### config.mk
export PLATFORM = sky130hd
export DESIGN_NAME = output_act_ctrl_flat
export DESIGN_NICKNAME = d
export VERILOG_FILES = /design/src/rtl/output_act_ctrl_if.sv /design/src/rtl/output_act_ctrl.sv /design/src/flat_wrapper.sv
export SDC_FILE = /design/constraint.sdc
export NUM_CORES = 2
export LEC_CHECK = 0
export CAP_MARGIN = 20
export CORE_MARGIN = 8
export CORE_UTILIZATION = 55
export DETAILED_ROUTE_END_ITERATION = 10
export PLACE_DENSITY = 0.74
export SYNTH_ARGS = -nofsm -noshare
export SYNTH_HDL_FRONTEND = slang
export SYNTH_SLANG_ARGS = --single-unit
### constraint.sdc
create_clock -name CLK -period 5.95 [get_ports CLK]
set_clock_uncertainty 0.15 [all_clocks]
set_input_delay 1.19 -clock CLK [delete_from_list [all_inputs] [get_ports CLK]]
set_output_delay 1.19 -clock CLK [all_outputs]
set_load 0.03 [all_outputs]
### src/rtl/output_act_ctrl_if.sv
// Bus bundle for the output activation controller: activation stream in,
// packed-word fifo read port out, plus flush/clear control and status.
interface output_act_ctrl_if #(
  parameter int INPUT_WIDTH  = 8,
  parameter int OUTPUT_WIDTH = 32,
  parameter int COUNT_WIDTH  = 16
) ();
  logic                    CLEAR_FIFO;
  logic                    FLUSH;
  logic [INPUT_WIDTH-1:0]  DATA_IN;
  logic                    DATA_VALID;
  logic                    DATA_READY;
  logic                    FIFO_RD_CMD;
  logic [OUTPUT_WIDTH-1:0] FIFO_RD_DATA;
  logic                    FIFO_EMPTY;
  logic                    FIFO_FULL;
  logic                    FLUSH_DONE;
  logic [COUNT_WIDTH-1:0]  WORD_COUNT;

  // Producer/consumer side (compute array + reader)
  modport master (
    output CLEAR_FIFO, FLUSH, DATA_IN, DATA_VALID, FIFO_RD_CMD,
    input  DATA_READY, FIFO_RD_DATA, FIFO_EMPTY, FIFO_FULL, FLUSH_DONE, WORD_COUNT
  );

  // Controller side
  modport slave (
    input  CLEAR_FIFO, FLUSH, DATA_IN, DATA_VALID, FIFO_RD_CMD,
    output DATA_READY, FIFO_RD_DATA, FIFO_EMPTY, FIFO_FULL, FLUSH_DONE, WORD_COUNT
  );
endinterface

### src/rtl/output_act_ctrl.sv
// Output activation controller: packs narrow activation beats (LSB first)
// into wide words, stages each finished word in a one-entry pending slot and
// pushes it into an internal fifo read by an external agent. FLUSH emits a
// zero-padded partial word; a rising edge on CLEAR_FIFO discards everything.
module output_act_ctrl #(
  parameter int INPUT_WIDTH  = 8,
  parameter int OUTPUT_WIDTH = 32,
  parameter int FIFO_DEPTH   = 64,
  parameter int COUNT_WIDTH  = 16
) (
  input  logic             CLK,
  input  logic             RESETN,
  output_act_ctrl_if.slave bus
);
  localparam int N     = OUTPUT_WIDTH / INPUT_WIDTH;
  localparam int IDX_W = (N > 1) ? $clog2(N) : 1;
  localparam int PTR_W = (FIFO_DEPTH > 1) ? $clog2(FIFO_DEPTH) : 1;
  localparam int CNT_W = $clog2(FIFO_DEPTH + 1);

  localparam logic [1:0] ST_PACK  = 2'd0;
  localparam logic [1:0] ST_FLUSH = 2'd1;
  localparam logic [1:0] ST_DONE  = 2'd2;

  localparam logic [IDX_W-1:0] IDX_LAST = IDX_W'(N - 1);
  localparam logic [PTR_W-1:0] PTR_LAST = PTR_W'(FIFO_DEPTH - 1);
  localparam logic [CNT_W-1:0] CNT_FULL = CNT_W'(FIFO_DEPTH);

  logic                    clr_prev_r;
  logic [1:0]              state_r;
  logic [IDX_W-1:0]        idx_r;
  logic [OUTPUT_WIDTH-1:0] pack_r;
  logic [OUTPUT_WIDTH-1:0] pend_r;
  logic                    pend_v_r;
  logic [OUTPUT_WIDTH-1:0] mem_r [FIFO_DEPTH];
  logic [PTR_W-1:0]        wr_ptr_r;
  logic [PTR_W-1:0]        rd_ptr_r;
  logic [CNT_W-1:0]        fill_r;
  logic [OUTPUT_WIDTH-1:0] rd_data_r;
  logic [COUNT_WIDTH-1:0]  word_count_r;
  logic                    flush_done_r;

  logic                    clr_s;
  logic                    full_s;
  logic                    empty_s;
  logic                    ready_s;
  logic                    acc_s;
  logic                    wr_s;
  logic                    rd_s;
  logic                    pend_free_s;
  logic [OUTPUT_WIDTH-1:0] pack_ins_s;
  logic [1:0]              state_n_s;
  logic [IDX_W-1:0]        idx_n_s;
  logic [OUTPUT_WIDTH-1:0] pack_n_s;
  logic [OUTPUT_WIDTH-1:0] pend_n_s;
  logic                    pend_v_n_s;

  assign clr_s       = bus.CLEAR_FIFO & ~clr_prev_r;
  assign full_s      = (fill_r == CNT_FULL);
  assign empty_s     = (fill_r == {CNT_W{1'b0}});
  assign ready_s     = ~(pend_v_r & full_s) & (state_r == ST_PACK);
  assign acc_s       = bus.DATA_VALID & ready_s;
  assign wr_s        = pend_v_r & ~full_s;
  assign rd_s        = bus.FIFO_RD_CMD & ~empty_s;
  // The slot can take a new word if empty or being drained into the fifo now
  assign pend_free_s = ~pend_v_r | wr_s;

  assign bus.DATA_READY   = ready_s;
  assign bus.FIFO_RD_DATA = rd_data_r;
  assign bus.FIFO_EMPTY   = empty_s;
  assign bus.FIFO_FULL    = full_s;
  assign bus.FLUSH_DONE   = flush_done_r;
  assign bus.WORD_COUNT   = word_count_r;

  // Insert the incoming beat at the current lane; upper lanes are still zero
  always_comb begin
    pack_ins_s = pack_r;
    pack_ins_s[idx_r*INPUT_WIDTH +: INPUT_WIDTH] = bus.DATA_IN;
  end

  // Next-state logic for the packer, pending slot and flush sequencer
  always_comb begin
    state_n_s  = state_r;
    idx_n_s    = idx_r;
    pack_n_s   = pack_r;
    pend_n_s   = pend_r;
    if (wr_s) begin
      pend_v_n_s = 1'b0;
    end else begin
      pend_v_n_s = pend_v_r;
    end
    case (state_r)
      ST_PACK: begin
        if (acc_s) begin
          if (idx_r == IDX_LAST) begin
            pend_n_s   = pack_ins_s;
            pend_v_n_s = 1'b1;
            pack_n_s   = {OUTPUT_WIDTH{1'b0}};
            idx_n_s    = {IDX_W{1'b0}};
          end else begin
            pack_n_s = pack_ins_s;
            idx_n_s  = idx_r + IDX_W'(1);
          end
        end else begin
          pack_n_s = pack_r;
        end
        if (bus.FLUSH) begin
          state_n_s = ST_FLUSH;
        end else begin
          state_n_s = ST_PACK;
        end
      end
      ST_FLUSH: begin
        if (idx_r != {IDX_W{1'b0}}) begin
          // Partial word: lanes above idx are already zero, so it is pre-padded
          if (pend_free_s) begin
            pend_n_s   = pack_r;
            pend_v_n_s = 1'b1;
            pack_n_s   = {OUTPUT_WIDTH{1'b0}};
            idx_n_s    = {IDX_W{1'b0}};
          end else begin
            pend_n_s = pend_r;
          end
        end else if (!pend_v_r) begin
          state_n_s = ST_DONE;
        end else begin
          state_n_s = ST_FLUSH;
        end
      end
      ST_DONE: begin
        state_n_s = ST_PACK;
      end
      default: begin
        state_n_s = ST_PACK;
      end
    endcase
  end

  // Remember CLEAR_FIFO so a held level produces only one clear pulse
  always_ff @(posedge CLK) begin
    if (!RESETN) begin
      clr_prev_r <= 1'b0;
    end else begin
      clr_prev_r <= bus.CLEAR_FIFO;
    end
  end

  // Control state, fifo pointers, read data and counters; clear acts like reset
  always_ff @(posedge CLK) begin
    if (!RESETN || clr_s) begin
      state_r      <= ST_PACK;
      idx_r        <= {IDX_W{1'b0}};
      pack_r       <= {OUTPUT_WIDTH{1'b0}};
      pend_r       <= {OUTPUT_WIDTH{1'b0}};
      pend_v_r     <= 1'b0;
      wr_ptr_r     <= {PTR_W{1'b0}};
      rd_ptr_r     <= {PTR_W{1'b0}};
      fill_r       <= {CNT_W{1'b0}};
      rd_data_r    <= {OUTPUT_WIDTH{1'b0}};
      word_count_r <= {COUNT_WIDTH{1'b0}};
      flush_done_r <= 1'b0;
    end else begin
      state_r      <= state_n_s;
      idx_r        <= idx_n_s;
      pack_r       <= pack_n_s;
      pend_r       <= pend_n_s;
      pend_v_r     <= pend_v_n_s;
      flush_done_r <= (state_n_s == ST_DONE);
      if (wr_s) begin
        wr_ptr_r     <= (wr_ptr_r == PTR_LAST) ? {PTR_W{1'b0}} : wr_ptr_r + PTR_W'(1);
        word_count_r <= word_count_r + COUNT_WIDTH'(1);
      end
      if (rd_s) begin
        rd_ptr_r  <= (rd_ptr_r == PTR_LAST) ? {PTR_W{1'b0}} : rd_ptr_r + PTR_W'(1);
        rd_data_r <= mem_r[rd_ptr_r];
      end
      case ({wr_s, rd_s})
        2'b10:   fill_r <= fill_r + CNT_W'(1);
        2'b01:   fill_r <= fill_r - CNT_W'(1);
        default: fill_r <= fill_r;
      endcase
    end
  end

  // Fifo storage; contents need no reset since the pointers define validity
  always_ff @(posedge CLK) begin
    if (wr_s && !clr_s) begin
      mem_r[wr_ptr_r] <= pend_r;
    end
  end
endmodule

### src/flat_wrapper.sv
// flat-port wrapper written by rule: the top's interface ports become plain ports
module output_act_ctrl_flat 
#(
  parameter int INPUT_WIDTH  = 8,
  parameter int OUTPUT_WIDTH = 32,
  parameter int FIFO_DEPTH   = 64,
  parameter int COUNT_WIDTH  = 16
)
  (CLK, RESETN, bus_CLEAR_FIFO, bus_FLUSH, bus_DATA_IN, bus_DATA_VALID, bus_FIFO_RD_CMD, bus_DATA_READY, bus_FIFO_RD_DATA, bus_FIFO_EMPTY, bus_FIFO_FULL, bus_FLUSH_DONE, bus_WORD_COUNT);
  output_act_ctrl_if #(.INPUT_WIDTH(INPUT_WIDTH), .OUTPUT_WIDTH(OUTPUT_WIDTH), .COUNT_WIDTH(COUNT_WIDTH)) bus_i ();
  input  logic CLK;
  input  logic RESETN;
  input wire logic [$bits(bus_i.CLEAR_FIFO)-1:0] bus_CLEAR_FIFO;
  input wire logic [$bits(bus_i.FLUSH)-1:0] bus_FLUSH;
  input wire logic [$bits(bus_i.DATA_IN)-1:0] bus_DATA_IN;
  input wire logic [$bits(bus_i.DATA_VALID)-1:0] bus_DATA_VALID;
  input wire logic [$bits(bus_i.FIFO_RD_CMD)-1:0] bus_FIFO_RD_CMD;
  output wire logic [$bits(bus_i.DATA_READY)-1:0] bus_DATA_READY;
  output wire logic [$bits(bus_i.FIFO_RD_DATA)-1:0] bus_FIFO_RD_DATA;
  output wire logic [$bits(bus_i.FIFO_EMPTY)-1:0] bus_FIFO_EMPTY;
  output wire logic [$bits(bus_i.FIFO_FULL)-1:0] bus_FIFO_FULL;
  output wire logic [$bits(bus_i.FLUSH_DONE)-1:0] bus_FLUSH_DONE;
  output wire logic [$bits(bus_i.WORD_COUNT)-1:0] bus_WORD_COUNT;
  assign bus_i.CLEAR_FIFO = bus_CLEAR_FIFO;
  assign bus_i.FLUSH = bus_FLUSH;
  assign bus_i.DATA_IN = bus_DATA_IN;
  assign bus_i.DATA_VALID = bus_DATA_VALID;
  assign bus_i.FIFO_RD_CMD = bus_FIFO_RD_CMD;
  assign bus_DATA_READY = bus_i.DATA_READY;
  assign bus_FIFO_RD_DATA = bus_i.FIFO_RD_DATA;
  assign bus_FIFO_EMPTY = bus_i.FIFO_EMPTY;
  assign bus_FIFO_FULL = bus_i.FIFO_FULL;
  assign bus_FLUSH_DONE = bus_i.FLUSH_DONE;
  assign bus_WORD_COUNT = bus_i.WORD_COUNT;
  output_act_ctrl #(.INPUT_WIDTH(INPUT_WIDTH), .OUTPUT_WIDTH(OUTPUT_WIDTH), .FIFO_DEPTH(FIFO_DEPTH), .COUNT_WIDTH(COUNT_WIDTH)) u_core (.CLK(CLK), .RESETN(RESETN), .bus(bus_i));
endmodule
==> reports/results.ini <==
[timing]
tightestPinTransition_ps=1170
fmax_ghz=0.241
rsz0062_at_grt=no
hold_ws_ps=303
fin_tns_setup_ps=0
final-hold-violation-count=0
max_slew_margin_pct=20.2
finalCritPeriodShare_pct=69.7
setup-violations-final=0
maxSlewViolCount=0
min_period_ps=4150

[clock_tree]
cts_tree=yes
htree_levels=4
ctsResizeCount=0
clk_latency_ps=850
cts_made_buffers=205
hold_buffers=0
clk_path_buf_depth=3
cts_num_sinks=2186
cts_root_buffer=clkbuf_16
cts_setup_buffers=0
clk_pin_slew_ps=60

[synth]
syn_inst=4118
synth_area_per_cell_um2=20.6
synth-seq-area-share_pct=75.9
synth-seq-cells=2186
synth-simple-area-share_pct=3.59
synth-edff-count=2048
synth_fa_ha_area_share_pct=0.245
synth_compound_area_share_pct=2.61
yosysWarnings=0
ys_types=67
synthTopCellsByArea=edfxtp_1, mux4_2, dfxtp_1, mux2i_1, nor3_1
synth_top_family_by_area=multiplexers
synthArstFlopShare_pct=0
netlist_area_um2=84700
synth_top_area_share_pct=72.6
yosys.area.top_type=edfxtp_1
syn-num-nets=4148
synth_ff_type=edfxtp_1
synth-xor-area-share_pct=0.259
synth.area.mux_share_pct=15.9

[detailed_routing]
wl_per_cell_um=32.4
routed_wl_mm=211
via_count=42800
dr.pass1.iters=8
drtIter0Drc=6426
viasPerCell=6.56
drc=0
ant_nets=0

[global_route]
grt_max_degree=117
grt_pass1_vias=41600
grt_pass1_wl_mm=301
globalRouteOverflowTotal=0
antenna_found_initial=7
grt_use_total_pct=24.9

[final_layout]
layout.nets=4334
n_fill_cell=10200
area_delta_synth_final_pct=12.5
final_cells=6521
layout-drive-gt1-share_pct=25.1

[critical_path]
crit_required_ps=4610
critPathCaptureType=primary output
cp_slowest_cell=nor4_2
critPathArrivalTime_ps=2810
crit_chain=nor4_2 -> and3_1 -> nor3_1 -> clkdlybuf4s50_1
critPathLaunchType=flip-flop
crit_path_max_incr_delay_ps=650
worst-setup-path-type=flip-flop to primary output
cp.buffers_inverters=1
crit_family=simple AND/OR/NAND/NOR gates
crit_fanout=7

[place]
gp_congestion=0.908
dpl.hpwl_mm=120
placement.io_buffers=65
dp.cells=6139

[floorplanning]
die-area_um2=167000
start_util_pct=55.2
die_w_um=408
fp-row-count=144
io_pins=66
core-area_um2=154000
die_h_um=408

[hold_path]
worstHoldPathType=flip-flop to flip-flop

[run]
maxCapViolCount=0

[power]
p_leak_nw=28.5
powerDensity_nw_per_um2=312
vdd_ir_drop_max_uv=271

[run_status]
status=completed

==> flip-flops by register name, indices dropped and copies added, names as in the netlist <==
name / count
u_core.state_r: 2
u_core.idx_r: 2
u_core.clr_prev_r: 1
u_core.pend_v_r: 1
u_core.rd_ptr_r: 6
u_core.bus.FIFO_RD_DATA: 32
u_core.fill_r: 7
u_core.mem_r: 2048
u_core.pend_r: 32
u_core.wr_ptr_r: 6
u_core.bus.WORD_COUNT: 16
u_core.bus.FLUSH_DONE: 1
u_core.pack_r: 32
==> worst paths after layout <==
path / start / end / slack (ps) / cells after the start
worst max-delay path: u_core.fill_r[3] / bus_DATA_READY / 1800 / 4
worst min-delay path: u_core.pend_r[25] / u_core.pend_r[25] / 300 / 2
worst max register to register: u_core.rd_ptr_r[2] / u_core.bus.FIFO_RD_DATA[14] / 1890 / 6
worst min register to register: u_core.pend_r[25] / u_core.pend_r[25] / 300 / 2
==> where the power goes <==
part           switching (mW)  leakage [nW]  internal [mW]
sequential             0.0126          19.5           16.6
combinational           0.191          5.83         0.0496
clock                    5.59          3.19           7.26
==> placed cells by master (no fill, tap or decap), types with 10 or more instances in the layout <==
cell type        synthesis  final
clkinv_2                 0     36
dfxtp_2                  0     30
clkinv_1                 0     40
inv_1                   11     11
edfxtp_1              2048   2048
and3_1                  10     10
or3_1                   35     35
clkbuf_1               103     47
nor2b_1                 33     31
nor2_4                   1     60
nor3_1                 195    190
nand4_1                 13     13
a2111oi_0               31     29
buf_4                   16    150
a2111oi_2               29     29
a21oi_1                 96     96
clkdlybuf4s50_1          0     65
xor2_1                  18     18
ha_1                    15     15
mux4_2                 512    512
clkbuf_16                0    207
nand3_1                 16     16
dfxtp_1                138    103
nand2_1                177    176
a22oi_1                 67     67
clkinvlp_4               0     10
o211ai_1                29     29
nor2_1                 105     46
buf_12                   1     12
bufinv_16                0     18
mux2i_1                192    192
==> cells by family after synthesis <==
group / after synthesis
compound gates: 288
buf+inv: 269
fa+ha+maj: 16
flops: 2186
xor+xnor: 25
simple gates: 629
mux: 705
==> synth_stat cells (5+ instances only) <==
library cell / count
a2111oi_0: 31
a2111oi_2: 29
a21oi_1: 96
a221oi_1: 5
a22oi_1: 67
a32oi_1: 6
and2_1: 5
and3_1: 10
buf_1: 23
buf_2: 104
buf_4: 16
buf_6: 5
clkbuf_1: 103
dfxtp_1: 138
edfxtp_1: 2048
ha_1: 15
inv_1: 11
mux2i_1: 192
mux4_2: 512
nand2_1: 177
nand2b_1: 7
nand3_1: 16
nand3b_1: 6
nand4_1: 13
nor2_1: 105
nor2b_1: 33
nor3_1: 195
o211ai_1: 29
or3_1: 35
xnor2_1: 7
xor2_1: 18
==> worst register-to-register path, stage by stage, from the launching register on <==
cell and delay [ps]:
dfxtp_4 800, buf_4 630, mux4_2 430, a22oi_1 410, nand2_1 290, a2111oi_0 1090, nand2_1 90
==> metrics by stage <==
step	power, mW	instance area, µm²	utilization, %	setup WS [ps]
global placement	17.2	88600	57.7	1180
finish	29.7	95300	62.1	1800
floorplan	17.1	84700	-	123
global route	30.4	95300	62.1	1650
CTS	29.8	95200	62.0	1780
detailed placement	17.2	88700	57.8	1210
==> layer usage <==
metal	routed length (µm)	vias to the layer above	share of wire (%)	GRT usage (%)
li1	-	17400	-	-
met1	80600	22500	38	35.6
met2	96900	2520	46	37.3
met3	24800	387	12	6.13
met4	9160	2	4.3	9.71
met5	13	-	0.0061	0.0287
==> layout make-up <==
class	instances	area, µm²	share of cell area, %
tap	2044	2560	2.68
timing repair buffer	236	2090	2.19
clock buffer	261	5450	5.72
sequential	2186	64300	67.5
antenna	3	7.51	0.00788
multi-input combinational	1663	19700	20.7
clock inverter	116	1110	1.16
inverter	12	45.0	0.0473
No activity file was read; power rests on OpenSTA's default activity.
